**src/rtl/lzc_tx.sv**
```systemverilog
// lzc_tx: serialises a width*word operand MSB word first to an lzc consumer and returns its count.
// Optional build macro LZC_TX_REF_EN adds a reference leading-zero check and the ref_mismatch output.
module lzc_tx #(
   parameter int unsigned width   = 8,
   parameter int unsigned word    = 4,
   parameter int unsigned TIMEOUT = 16
) (
   input  logic                          clk,
   input  logic                          rst,
   input  logic                          start,
   input  logic [width*word-1:0]         operand,
   input  logic                          mode_in,
   input  logic                          hold,
   output logic                          busy,
   output logic [width-1:0]              data,
   output logic                          Ivalid,
   output logic                          mode,
   input  logic                          Ovalid,
   input  logic [$clog2(width*word):0]   zeros,
   output logic [$clog2(width*word):0]   result,
   output logic                          done,
   output logic                          err,
`ifdef LZC_TX_REF_EN
   output logic                          ref_mismatch,
`endif
   output logic [$clog2(word):0]         sent
);
   localparam int unsigned DW = width * word;
   localparam int unsigned ZW = $clog2(DW) + 1;
   localparam int unsigned SW = $clog2(word) + 1;
   localparam int unsigned TW = $clog2(TIMEOUT) + 1;

   typedef enum logic [1:0] {IDLE, SEND, WAIT, DONE} state_t;

   state_t          state;
   logic [DW-1:0]   shreg;
   logic [TW-1:0]   tcnt;
   logic            last_c;

   // The word on data this cycle ends the burst: count exhausted, or first non-zero word in turbo
   assign last_c = (sent == SW'(word - 1)) || (mode && (data != '0));

`ifdef LZC_TX_REF_EN
   logic [DW-1:0] opnd;

   function automatic logic [ZW-1:0] lzc(input logic [DW-1:0] v);
      logic [ZW-1:0] n;
      logic          found;
      n     = '0;
      found = 1'b0;
      for (int i = DW - 1; i >= 0; i--) begin
         if (!found) begin
            if (v[i]) found = 1'b1;
            else      n     = n + ZW'(1);
         end
      end
      return n;
   endfunction
`endif

   always_ff @(posedge clk) begin
      if (rst) begin
         state  <= IDLE;
         busy   <= 1'b0;
         data   <= '0;
         Ivalid <= 1'b0;
         mode   <= 1'b0;
         result <= '0;
         done   <= 1'b0;
         err    <= 1'b0;
         sent   <= '0;
         shreg  <= '0;
         tcnt   <= '0;
`ifdef LZC_TX_REF_EN
         opnd         <= '0;
         ref_mismatch <= 1'b0;
`endif
      end else begin
         done <= 1'b0;
         case (state)
            IDLE: begin
               if (start) begin
                  if (hold) begin
                     shreg  <= operand;
                     Ivalid <= 1'b0;
                  end else begin
                     data   <= operand[DW-1 -: width];
                     shreg  <= operand << width;
                     Ivalid <= 1'b1;
                  end
                  mode  <= mode_in;
                  sent  <= '0;
                  err   <= 1'b0;
                  tcnt  <= '0;
                  busy  <= 1'b1;
                  state <= SEND;
`ifdef LZC_TX_REF_EN
                  opnd         <= operand;
                  ref_mismatch <= 1'b0;
`endif
               end
            end
            SEND: begin
               // Consumer completion wins over sending the remaining words
               if (Ovalid) begin
                  result <= zeros;
                  Ivalid <= 1'b0;
                  done   <= 1'b1;
                  state  <= DONE;
                  if (Ivalid) sent <= sent + SW'(1);
`ifdef LZC_TX_REF_EN
                  ref_mismatch <= (zeros != lzc(opnd));
`endif
               end else if (Ivalid) begin
                  sent <= sent + SW'(1);
                  if (last_c) begin
                     Ivalid <= 1'b0;
                     tcnt   <= '0;
                     state  <= WAIT;
                  end else if (hold) begin
                     Ivalid <= 1'b0;
                  end else begin
                     data  <= shreg[DW-1 -: width];
                     shreg <= shreg << width;
                  end
               end else if (!hold) begin
                  data   <= shreg[DW-1 -: width];
                  shreg  <= shreg << width;
                  Ivalid <= 1'b1;
               end
            end
            WAIT: begin
               if (Ovalid) begin
                  result <= zeros;
                  done   <= 1'b1;
                  state  <= DONE;
`ifdef LZC_TX_REF_EN
                  ref_mismatch <= (zeros != lzc(opnd));
`endif
               end else if (tcnt == TW'(TIMEOUT - 1)) begin
                  result <= '0;
                  err    <= 1'b1;
                  done   <= 1'b1;
                  state  <= DONE;
               end else begin
                  tcnt <= tcnt + TW'(1);
               end
            end
            DONE: begin
               busy  <= 1'b0;
               state <= IDLE;
            end
            default: state <= IDLE;
         endcase
      end
   end
endmodule

```
**config.mk**
```make
export PLATFORM = sky130hd
export DESIGN_NAME = lzc_tx
export DESIGN_NICKNAME = d
export VERILOG_FILES = /design/src/rtl/lzc_tx.sv
export SDC_FILE = /design/constraint.sdc
export NUM_CORES = 1
export LEC_CHECK = 0
export CORE_UTILIZATION = 58
export CTS_CLUSTER_SIZE = 12
export DETAILED_ROUTE_END_ITERATION = 7
export PLACE_DENSITY = 0.95
export REMOVE_ABC_BUFFERS = 1
export SLEW_MARGIN = 10
export SYNTH_ARGS = -nofsm -noshare
export SYNTH_HDL_FRONTEND = slang
export SYNTH_SLANG_ARGS = --single-unit
```
**constraint.sdc**
```tcl
create_clock -name clk -period 3.5 [get_ports clk]
set_clock_uncertainty 0.2 [all_clocks]
set_input_delay 0.525 -clock clk [delete_from_list [all_inputs] [get_ports clk]]
set_output_delay 0.525 -clock clk [all_outputs]
set_load 0.01 [all_outputs]
```
# Word-level counts from Yosys, hierarchy flattened
# Index checks and enable logic that the tools add are counted.
# op_classes
n_addsub	2
mux	51
eq_ne	18
n_reduce_logical	19
# op_table
cell	count
2-to-1 mux 32 bit	6
case mux 32 bit (2 select lines)	1
2-to-1 mux 8 bit	6
2-to-1 mux 5 bit	6
2-to-1 mux 6 bit	3
!= test 2 bit, second input constant	9
case mux 8 bit (2 select lines)	1
case mux 5 bit (3 select lines)	1
2-to-1 mux 1 bit	12
2-to-1 mux 2 bit	6
!= test 3 bit, second input constant	4
case mux 6 bit (2 select lines)	1
AND reduction 4 bit	3
case mux 1 bit (2 select lines)	4
case mux 2 bit (4 select lines)	1
nonzero test 2 bit	4
nonzero test 8 bit	1
AND reduction 7 bit	1
2-to-1 mux 3 bit	2
case mux 3 bit (2 select lines)	1
AND reduction 2 bit	3
AND reduction 3 bit	2
adder 5 x 1 -> 5 bit, second input constant	1
== test 5 x 4 -> 1 bit, second input constant	1
9 further kinds	10
# totals
elab_cells	101
reg_bits	61
output_inout_bits	22

# Depth between registers and ports, before layout
# depth
word_depth	7
ltp_mapped	9
depth_no_buf	7

# Worst setup path before layout
# Ideal clock, no wire load.
# synth_timing
kind	register -> register
startpoint	register tcnt[0]
endpoint	register tcnt[2]
setup_time_ns	0.117
arrival_time_ns	1.844
n_path_buf	0
stages_incl_launch_ff	8
setup_slack_ns	1.339
required_time_ns	3.183
cell_sequence	dfxtp_1 ha_1 and3_1 ha_1 o21ai_0 nor4b_2 o221ai_1 a32o_1
# synth_via
elab_chain_len	4
word_cells_on_any_way	7
# synth_lines
element	line	rtl
from (decl)	37	logic [TW-1:0] tcnt;
from (signal assigned)	146	tcnt <= tcnt + TW'(1);
adder 5 x 1 -> 5 bit	146	
2-to-1 mux 5 bit	140	end else if (tcnt == TW'(TIMEOUT - 1)) begin
2-to-1 mux 5 bit	133	if (Ovalid) begin
case mux 5 bit (3 select lines)	80	case (state)
# Parallel ways exist; a longest one is shown, timed or not. The select of a mux whose other input is x is not followed.
# A chain may end at the register's enable or synchronous reset.

# Final worst setup path
# layout_timing
startpoint	register state[1]
endpoint	register shreg[0]
# layout_via
elab_chain_len	3
word_cells_on_any_way	8
# layout_lines
element	line	rtl
from (decl)	35	state_t state;
from (signal assigned)	63	state <= IDLE;
from (signal assigned)	96	state <= SEND;
from (signal assigned)	109	state <= DONE;
== test 2 x 1 -> 1 bit / logical NOT 2 bit (equally long branches)	80	
!= test 3 bit (no source line) (tied with other cells)	n/a	
AND reduction 4 bit (no source line)	n/a	
to (signal assigned)	84	shreg <= operand;
to (signal assigned)	88	shreg <= operand << width;
to (signal assigned)	124	shreg <= shreg << width;
to (decl)	36	logic [DW-1:0] shreg;
# Parallel ways exist; a longest one is shown, timed or not.

==> key figures <==
Cells and area
  • Area growth syn-to-layout: 19.70%
  • Non-filler cells in the finished layout: between 500 and 600
  • Diodes inserted: 0
  • Final core utilization: about 73%
  • Fin nets: 565
  • Share of layout cells above drive strength 1: 7.930%

Worst setup path
  • Critical path fanouts, max: 47
  • WP data required: ~3.5 ns
  • Slowest CP cell: a31oi_1
  • CP max stage delay: around 0.8 ns
  • Cell family with most CP delay: compound AO/OA/AOI/OAI gates
  • Kind of critical path: flip-flop to flip-flop
  • CP Launch Type: flip-flop
  • Flop-to-flop setup slack: 0.27 ns
  • Critical path, cell by cell: inv_1, ha_2, mux2i_4, buf_12, a31oi_1, o31ai_1
  • Crit path DAT: roughly 3.2 ns
  • Crit path buffers/inverters: 2
  • Crit. End Element: flip-flop

Pwr
  • Leakage power: roughly 1.6 nW
  • Pwr dens: around 660 nW/um^2
  • Net Sw Power: between 1 and 1.5 mW
  • Peak supply drop: approximately 0.48 mV
  • Sw Share: between 40 and 50%
  • Total power: 3.094 mW
  • Clk pwr share: between 10% and 20%
  • Cell Int Power: between 1.5 and 2 mW
  • Reg power frac: 33.6%
  • Combinational Power Share: 48.4%

Global route
  • First-pass GRT wire length: approximately 19000 microns
  • Vias in the first global route: ~4000
  • Overall Global Routing Usage: between 30% and 40%
  • Largest net degree at the start of global routing: 61
  • Aggregate global routing overflow: 0
  • Initial antenna violation count: 0

Place
  • Placed Cells incl. Taps: 578
  • IO Port Bufs: 65
  • Place WS: a little under 0.5 ns
  • Post-DP HPWL: about 7300 microns
  • Final GP Congestion: between 0.7 and 0.8

STA
  • Slew HR: between 20 and 30%
  • Final setup viols: 0
  • Final hold violation count: 0
  • FMAX: ~0.31 GHz
  • Final worst setup slack: roughly 0.27 ns
  • TNS Setup: 0 ns
  • Fin. max-slew vios: 0
  • Unrepaired setup endpoints after global routing: false
  • Worst-Margin Slew: roughly 1.1 ns
  • Final critical-path required period: between 3 and 4 ns
  • Final worst-path cycle share: between 90% and 100%

Logic synthesis
  • Seq cells post-synth: 61
  • Ranking of synthesized cells by area: dfxtp_1 31%, mux2i_1 6.9%, a2111oi_0 5.4%
  • Seq/Total Area, Yosys: 31.11%
  • Post-synth EDFFs: 0
  • Leading area contributor after synthesis: dfxtp_1
  • Synthesis Warnings: 0
  • FFs w/ async S/R, synth: 0%
  • Post-Syn Area: ~4000 sq um
  • Unique cell type count in the Yosys netlist: 52
  • Syn Area/Cell: roughly 8 sq um
  • Post-synth top area share: 31.11%
  • Synthesized instance count: 478
  • Main synth FF type: dfxtp_1

Clock network
  • Skew-Pair Late Insertion Delay: between 0.3 and 0.4 ns
  • Clk sinks: 61
  • Worst-path clk slew: 0.08 ns
  • Post-CTS setup buffers: 0
  • Clock Root Buffer: clkbuf_8
  • Clock Path Buffers: 2
  • CTS buffer count: 9
  • H-Tree Depth: 3
  • # hold bufs at CTS: 0
  • CTS tree: built
  • CTS resizes: 0

Floorplanning
  • Top Ports: 66
  • Initial Util: approximately 60%
  • Core area: around 6500 sq um
  • Die area: 7101 sq um
  • Die Ht: approximately 84 microns
  • Die Wd: between 80 and 90 microns
  • Row cnt: 29

Drt
  • DR DRC count: 6
  • First DRT Iteration DRCs: 435
  • First-pass detailed-route iteration total: 7
  • Post-DRT Antenna Nets: 0
  • Vias per cell: ~7.2
  • WL per Instance: 19.77 microns
  • Via count: about 4300
  • Post-Route WL: between 10000 and 15000 microns

Run status
  • Failing checks: design-rule violations
  • Outcome: complete, but fails checks

Worst hold path
  • Hold WC Path Type: flip-flop to flip-flop

Run
  • Max_cap viols: 0
## logic make-up (layout without fill, tap and decap cells)
| kind of cell | Yosys count | in the layout | synth area share (%) |
|---|---|---|---|
| compound gates | 148 | 148 | 28.47 |
| fa+ha+maj | 9 | 9 | 2.869 |
| buf+inv | 71 | 110 | 7.842 |
| flops | 61 | 61 | 31.11 |
| mux | 28 | 28 | 7.236 |
| simple gates | 161 | 161 | 22.47 |
## placed cells by master, fill, tap and decap left out, types with 4 or more instances in the layout
cell,synthesis,layout
clkdlybuf4s50_1,0,63
dfxtp_1,61,61
nand2_1,54,54
mux2i_1,27,27
nor2b_1,27,27
nor4_1,26,26
nand4_1,25,25
a31oi_1,25,25
a2111oi_0,24,24
o311ai_0,23,23
a21oi_1,21,21
inv_1,16,16
buf_4,3,11
o31ai_1,10,10
clkbuf_8,0,9
a21boi_0,8,8
ha_1,9,8
o211ai_1,7,7
a311oi_1,7,7
nor2_1,6,6
o21ai_0,5,5
nor3_1,4,4
nand3_1,4,4
clkinv_2,0,4
## flip-flops by register name, summed over array words and instances, names as in the netlist, 2 cells and up
signal,flops
data,8
state,2
shreg,32
sent,3
result,6
tcnt,5
## worst paths after layout
kind,from,endpoint,depth (start not counted)
max reg2reg,state[1],shreg[0],6
max,state[1],shreg[0],6
min,result[3],result[3],2
min reg2reg,result[3],result[3],2
## synthesized netlist by cell type, drive strengths merged (9+ instances only)
master,number
a2111oi,24
a21oi,22
a31oi,25
buf,18
clkbuf,36
dfxtp,61
ha,9
inv,17
mux2i,28
nand2,54
nand4,25
nor2b,27
nor4,29
o311ai,24
o31ai,10
## per-layer routing
| metal | wire, microns | vias up | part of all wire [%] | track usage (%) |
|---|---|---|---|---|
| met1 | 4884 | 2036 | 42 | 40.66 |
| met2 | 5551 | 269 | 47 | 53.28 |
| li1 | - | 1937 | - | - |
| met5 | 0 | - | 0 | 0 |
| met4 | 387 | 0 | 3.3 | 19.91 |
| met3 | 918 | 55 | 7.8 | 8.161 |
## power groups by stage
stage	logic, mW	clock network (mW)	registers, mW
floorplan	0.920	0	1.02
global placement	1.37	0	1.02
detailed placement	1.43	0	1.04
CTS	1.45	0.555	1.03
global route	1.61	0.589	1.05
finish	1.50	0.559	1.04
## through the flow
stage	cell area [sq um]	hold slack (ns)
floorplan	3681	0.2393
global placement	4532	0.2389
detailed placement	4532	0.2428
CTS	4698	0.2531
global route	4698	0.2874
finish	4698	0.2571
## final cells by class
class                   count  area (sq um)
fillers                   463          1760
clock inverters             7         42.54
inverters                  17         63.81
well taps                  77         96.34
multi-input cells         346          2407
clock buffers               9         123.9
flip-flops and latches     61          1221
repair buffers             77         743.2
## worst min-delay path: stages (launching register included)
cell and delay [ns]:
dfxtp_1 0.31, nand2_1 0.05, a21oi_1 0.05
(Power assumes the default switching activity.)
